**src/rtl/counter_bcd_chain.sv**
```systemverilog
// Multi-digit BCD up/down counter with clear, load, cascade tc and sticky ovf; COUNTER_BCD_SATURATE_EN selects saturation.
// Latency one clk from clr/load/en to cnt; tc is combinational; no backpressure (steps whenever en is high).
module counter_bcd_chain #(
   parameter int DIGITS = 2
) (
   input  logic                  clk,
   input  logic                  rst,
   input  logic                  en,
   input  logic                  up_dn,
   input  logic                  clr,
   input  logic                  load,
   input  logic [4*DIGITS-1:0]   load_val,
   output logic [4*DIGITS-1:0]   cnt,
   output logic                  tc,
   output logic                  ovf
);

   localparam int W = 4 * DIGITS;

   logic [W-1:0] cnt_q;
   logic [W-1:0] step_val;
   logic [W-1:0] load_bcd;
   logic         all9;
   logic         all0;
   logic         at_limit;
   logic         ovf_q;

   // all9/all0 hold the "every lower digit is 9/0" carry while the loop runs,
   // and the whole-count condition once it finishes.
   always_comb begin
      step_val = cnt_q;
      load_bcd = '0;
      all9     = 1'b1;
      all0     = 1'b1;
      for (int i = 0; i < DIGITS; i++) begin
         if (up_dn && all9) begin
            step_val[4*i +: 4] = (cnt_q[4*i +: 4] == 4'd9) ? 4'd0 : cnt_q[4*i +: 4] + 4'd1;
         end
         if (!up_dn && all0) begin
            step_val[4*i +: 4] = (cnt_q[4*i +: 4] == 4'd0) ? 4'd9 : cnt_q[4*i +: 4] - 4'd1;
         end
         load_bcd[4*i +: 4] = (load_val[4*i +: 4] > 4'd9) ? 4'd0 : load_val[4*i +: 4];
         all9 = all9 & (cnt_q[4*i +: 4] == 4'd9);
         all0 = all0 & (cnt_q[4*i +: 4] == 4'd0);
      end
   end

   assign at_limit = up_dn ? all9 : all0;
   assign tc       = en & at_limit;

   always_ff @(posedge clk or negedge rst) begin
      if (!rst) begin
         cnt_q <= '0;
         ovf_q <= 1'b0;
      end else if (clr) begin
         cnt_q <= '0;
         ovf_q <= 1'b0;
      end else if (load) begin
         cnt_q <= load_bcd;
         ovf_q <= 1'b0;
      end else if (en) begin
`ifdef COUNTER_BCD_SATURATE_EN
         if (at_limit) begin
            ovf_q <= 1'b1;
         end else begin
            cnt_q <= step_val;
         end
`else
         cnt_q <= step_val;
         if (at_limit) begin
            ovf_q <= 1'b1;
         end
`endif
      end
   end

   assign cnt = cnt_q;
   assign ovf = ovf_q;

endmodule

```
**config.mk**
```make
export PLATFORM = sky130hd
export DESIGN_NAME = counter_bcd_chain
export DESIGN_NICKNAME = d
export VERILOG_FILES = /design/src/rtl/counter_bcd_chain.sv
export SDC_FILE = /design/constraint.sdc
export NUM_CORES = 1
export LEC_CHECK = 0
export BUFFER_PORTS_ARGS = -buffer_cell sky130_fd_sc_hd__buf_2
export CORE_MARGIN = 10
export CORE_UTILIZATION = 47
export DETAILED_ROUTE_END_ITERATION = 8
export HOLD_SLACK_MARGIN = 0.03
export PLACE_DENSITY = 0.73
export SYNTH_ARGS = -nofsm -noshare
export SYNTH_HDL_FRONTEND = slang
export SYNTH_SLANG_ARGS = --single-unit
```
**constraint.sdc**
```tcl
create_clock -name clk -period 2.4 [get_ports clk]
set_clock_uncertainty 0.2 [all_clocks]
set_input_delay 0.24 -clock clk [delete_from_list [all_inputs] [get_ports clk]]
set_output_delay 0.24 -clock clk [all_outputs]
set_load 0.02 [all_outputs]
```
Word-level counts from Yosys, hierarchy flattened:

Cells that the tools add are included.

* register bits: 9
* input bits: 14
* output and inout port bits: 10
* word-level logic and storage cells: 41

* add/sub/neg operators: 4
* order comparisons: 2
* equality and inequality tests: 2
* muxes and demuxes: 17
* bitwise logic cells: 3
* reduce and logical (&&, ||, !) cells: 10

Operators with widths (count)
* two-way mux 4 bit: 9
* two-way mux 8 bit: 3
* adder 4 x 1 -> 4 bit (second input constant): 2
* == test 4 bit (second input constant): 2
* greater-than comparator 4 bit (second input constant): 2
* logical NOT 4 bit: 2
* subtractor 4 x 1 -> 4 bit (second input constant): 2
* nonzero test 3 bit: 2
* two-way mux 1 bit: 5
* AND reduction 2 bit: 2
* nonzero test 4 bit: 1
* bitwise AND 1 bit: 3
* logical AND 1 bit: 2
* logical NOT 1 bit: 1

Depth between registers and ports, before layout:

* word-level depth: 7
* mapped depth: 6
* depth with buffers taken out: 6

Worst setup path before layout:

Ideal clock, no wire load.

* path type: register to register
* start: register cnt_q[0] (netlist: cnt[0])
* end: register cnt_q[6] (netlist: cnt[6])
* setup time: 96 ps
* arrival time: 2205 ps
* data required time: 2104 ps
* setup slack: -101 ps
* cell stages (with the launch flop): 7
* path buffers: 0
* clock period less this slack: 2501 ps
* cell sequence: dfrtp_1 -> inv_1 -> ha_1 -> nor4b_4 -> mux4_1 -> or2_1 -> a311oi_2

* longest elaborated chain between the ends: 6
* elaborated cells on any way between the ends: 10
* classes of those cells: eq/ne: 1; mux: 4; reduce/logical: 5

RTL lines
* from (decl): RTL line 20 `logic [W-1:0] cnt_q;`
* from (signal assigned): RTL line 59 `cnt_q <= load_bcd;`
* from (signal assigned): RTL line 69 `cnt_q <= step_val;`
* logical NOT 4 bit: RTL line 44 `all0 = all0 & (cnt_q[4*i +: 4] == 4'd0);`
* logical AND 1 bit: RTL line 39 `if (!up_dn && all0) begin`
* two-way mux 4 bit: RTL line 39
* two-way mux 8 bit: RTL line 61 `end else if (en) begin`
* two-way mux 8 bit: RTL line 58 `end else if (load) begin`
* two-way mux 8 bit: RTL line 55 `end else if (clr) begin`

Parallel ways exist; a longest one is shown, timed or not. The select of a mux whose other input is x is not followed.
A chain may end at the register's enable or synchronous reset.

Worst setup path after layout:

* start: register cnt_q[0] (netlist: cnt[0])
* end: output port tc

* longest elaborated chain between the ends: 4
* elaborated cells on any way between the ends: 6
* classes of those cells: eq/ne: 1; mux: 1; bitwise: 3; reduce/logical: 1

RTL lines
* == test 4 bit / logical NOT 4 bit (equally long branches): RTL line 43, 44
* bitwise AND 1 bit (on tied branches): RTL line 43, 44
* two-way mux 1 bit (*): RTL line 48 `assign at_limit = up_dn ? all9 : all0;`
* bitwise AND 1 bit (*): RTL line 49 `assign tc = en & at_limit;`
* to (decl): RTL line 14 `output logic tc,`

Mark *: on every way between the ends. The rest lies on a longest branch, timed or not.

==> impl_metrics.json <==
{
  "run_status": "complete, no violations",
  "tns_ns": 0,
  "netlist_area_um2": 960.9,
  "netlist_top_cells_count": "12 x sky130_fd_sc_hd__nor2_1, 9 x sky130_fd_sc_hd__dfrtp_1, 7 x sky130_fd_sc_hd__ha_1, 7 x sky130_fd_sc_hd__inv_1",
  "max_freq_mhz": 433.1,
  "sort_of_element_at_the_end_of_the_critical_path": "output pin",
  "place.port_buffers": 23,
  "tritoncts": "yes",
  "timing.final.max_slew_violations": 0,
  "postSynth.topFlopCell": "sky130_fd_sc_hd__dfrtp_1",
  "area_growth_pct": 19.92,
  "ys_seq_area_share_pct": 23.44,
  "design.die.area_um2": 4253,
  "synth_async_sr_flop_share_pct": 100.0,
  "leakagePower_nw": 0.5025,
  "antenna_found_initial": 0,
  "drv_cap": 0,
  "grt_first_pass_wirelength_um": 4374,
  "tritoncts_num_sinks": 9,
  "drtPass1Iterations": 4,
  "antenna_cells_inserted": 0,
  "hp-class": "in -> reg",
  "place_hpwl_um": 1992,
  "globalplace.congestion": 0.8602,
  "crit_fanout": 5,
  "final_hold_violating_endpoints": 0,
  "drtAntennaViolNets": 0,
  "core_area_um2": 1962,
  "ys.warnings.count": 0,
  "overflow": 0,
  "setup-violations-final": 0,
  "timing.critical_path.arrival_ns": 1.87,
  "synthesis.instances": 111,
  "via_density_per_instance": 6.085,
  "critical_path.slowest_cell": "sky130_fd_sc_hd__dfrtp_2",
  "ys_top_cells_by_area": "sky130_fd_sc_hd__dfrtp_1 23%, sky130_fd_sc_hd__ha_1 9.1%, sky130_fd_sc_hd__nor2_1 4.7%",
  "die_width_um": 65.22,
  "timing.final.ws_setup_ns": 0.09097,
  "detail_route.iter0.violations": 24,
  "drt_wl_total_um": 2780,
  "place_area_um2": 1079,
  "critical_path_start_end_classification": "reg -> out",
  "rsz0062_at_grt": "false",
  "synthesis.area_per_instance_um2": 8.657,
  "placement.setup.worst_slack_ns": 0.1271,
  "post-synth-top-area-fraction_pct": 23.44,
  "post_drt_wl_per_cell_um": 16.85,
  "final_period_minus_worst_setup_slack_ns": 2.309,
  "io_pins": 24,
  "power.density_nw_per_um2": 448.2,
  "worst-slew-pin-transition_ns": 0.3649,
  "overall_routing_resource_usage_pct": 12.32,
  "cp_num_buf_inv": 3,
  "numCtsBuffers": 3,
  "core.rowCount": 16,
  "synth.largest_area_cell": "sky130_fd_sc_hd__dfrtp_1",
  "critPathRequiredTime_ns": 1.96,
  "fill_cells": 201,
  "fin_util_pct": 58.74,
  "timing.critical_path.from_type": "register",
  "final_cell_area_um2": 1152,
  "total_power_mw": 0.5165,
  "clkLatencyLatePin_ns": 0.27,
  "library_cell_with_the_highest_instance_count_after_synthesis": "sky130_fd_sc_hd__nor2_1",
  "via_count": 1004,
  "via_count_of_the_first_global_routing_pass": 951,
  "height_of_the_die_um": 65.22,
  "grt_start_max_net_pins": 22,
  "ys_types": 47,
  "final_min_period_over_clock_period_pct": 96.21,
  "drive_gt1_share_pct": 32.61,
  "cp_cell_sequence": "inv_2, ha_4, nor4b_4, buf_4, and3_1, o21a_2, buf_2",
  "initial_core_util_pct": 48.98,
  "detail_route.drc_violations": 0,
  "irDropWorstVdd_v": 0.0003215,
  "buffer_depth_of_the_longest_clock_path": 2,
  "layout_net_count": 160,
  "critPathMaxStageDelay_ns": 0.42,
  "synth-edff-count": 0,
  "synth-seq-cells": 9,
  "htree_num_levels": 1,
  "cpLargestDelayFamily": "buffers and inverters",
  "relSlewSlack_pct": 75.68,
  "cts.root.buffer_cell": "sky130_fd_sc_hd__clkbuf_4",
  "synth_nets": 132,
  "cts.reportedPaths.clkPinSlew_ns": 0.07
}
## kinds of logic after synthesis
family	share of synthesized area, %
fa+ha+maj	9.114
compound gates	29.17
mux	3.777
flops	23.44
xor+xnor	0.9116
simple gates	25.39
buf+inv	8.204
## final timing paths
kind	from	to	slack, ns	cells after the start
max	cnt[0]$_DFFE_PN0P_	tc	0.09	7
min	load_val[4]	cnt[4]$_DFFE_PN0P_	0.05	3
max reg2reg	cnt[0]$_DFFE_PN0P_	cnt[6]$_DFFE_PN0P_	0.19	6
min reg2reg	ovf$_DFFE_PN0P_	ovf$_DFFE_PN0P_	0.29	1
max in group asynchronous	rst	cnt[1]$_DFFE_PN0P_	1.63	2
min in group asynchronous	rst	cnt[2]$_DFFE_PN0P_	0.16	2
## repair_timing
action	in CTS	in global routing
endpoints found under the setup margin	1	2
setup buffers	1	2
hold endpoints to repair	9	0
hold buffers	1	0
gates cloned	0	0
resized for setup	0	3
## cell usage in the layout, fill, tap and decap left out, types with 2 or more instances in the layout
cell	synthesis	layout
sky130_fd_sc_hd__o311a_1	2	2
sky130_fd_sc_hd__dfrtp_2	0	2
sky130_fd_sc_hd__nor3_1	3	3
sky130_fd_sc_hd__buf_4	1	6
sky130_fd_sc_hd__dfrtp_1	9	7
sky130_fd_sc_hd__nor2_1	12	12
sky130_fd_sc_hd__ha_1	7	6
sky130_fd_sc_hd__nand3_1	2	2
sky130_fd_sc_hd__o221ai_1	2	2
sky130_fd_sc_hd__a311oi_1	2	2
sky130_fd_sc_hd__nand3b_1	2	2
sky130_fd_sc_hd__clkbuf_4	0	3
sky130_fd_sc_hd__a211oi_1	2	2
sky130_fd_sc_hd__a21oi_1	5	5
sky130_fd_sc_hd__inv_1	7	5
sky130_fd_sc_hd__nand2_1	6	6
sky130_fd_sc_hd__buf_2	0	23
sky130_fd_sc_hd__o21ai_0	6	6
sky130_fd_sc_hd__nand2b_1	4	4
sky130_fd_sc_hd__a31oi_1	5	5
## flip-flops by register name (all words and copies together) (netlist names)
| register | flops |
|---|---|
| cnt | 8 |
| ovf | 1 |
## metal layers
layer  track usage (%)  up-vias  wire length, µm
met2             19.27       51             1297
met1             15.57      473             1221
met5                 0        -                0
met4             3.209        0                9
met3             4.407        2              252
li1                  -      478                -
## power by group
group	switching, mW	internal [mW]
combinational	0.116	0.0923
sequential	0.0205	0.163
clock	0.0602	0.0643
total	0.197	0.320
## final cells by class
| type | count | area [µm²] | share of cell area (%) |
|---|---|---|---|
| sequential | 9 | 227.7 | 19.76 |
| inverter | 7 | 28.78 | 2.497 |
| tap | 27 | 33.78 | 2.932 |
| timing repair buffer | 30 | 170.2 | 14.77 |
| clock buffer | 4 | 26.28 | 2.280 |
| multi-input combinational | 88 | 665.6 | 57.76 |
## tightest hold or removal path: stages
cell and delay (ns):
sky130_fd_sc_hd__buf_2 0.09, sky130_fd_sc_hd__nand3_1 0.05, sky130_fd_sc_hd__a311oi_1 0.09
## metrics by stage
stage	std cells	hold slack (ns)
6_report	165	0.04868
3_5_place_dp	157	-0.09082
5_1_grt	165	0.07251
2_1_floorplan	111	-0.2556
3_3_place_gp	157	-0.08961
4_1_cts	163	0.05214
No activity file was read; power rests on OpenSTA's default activity.
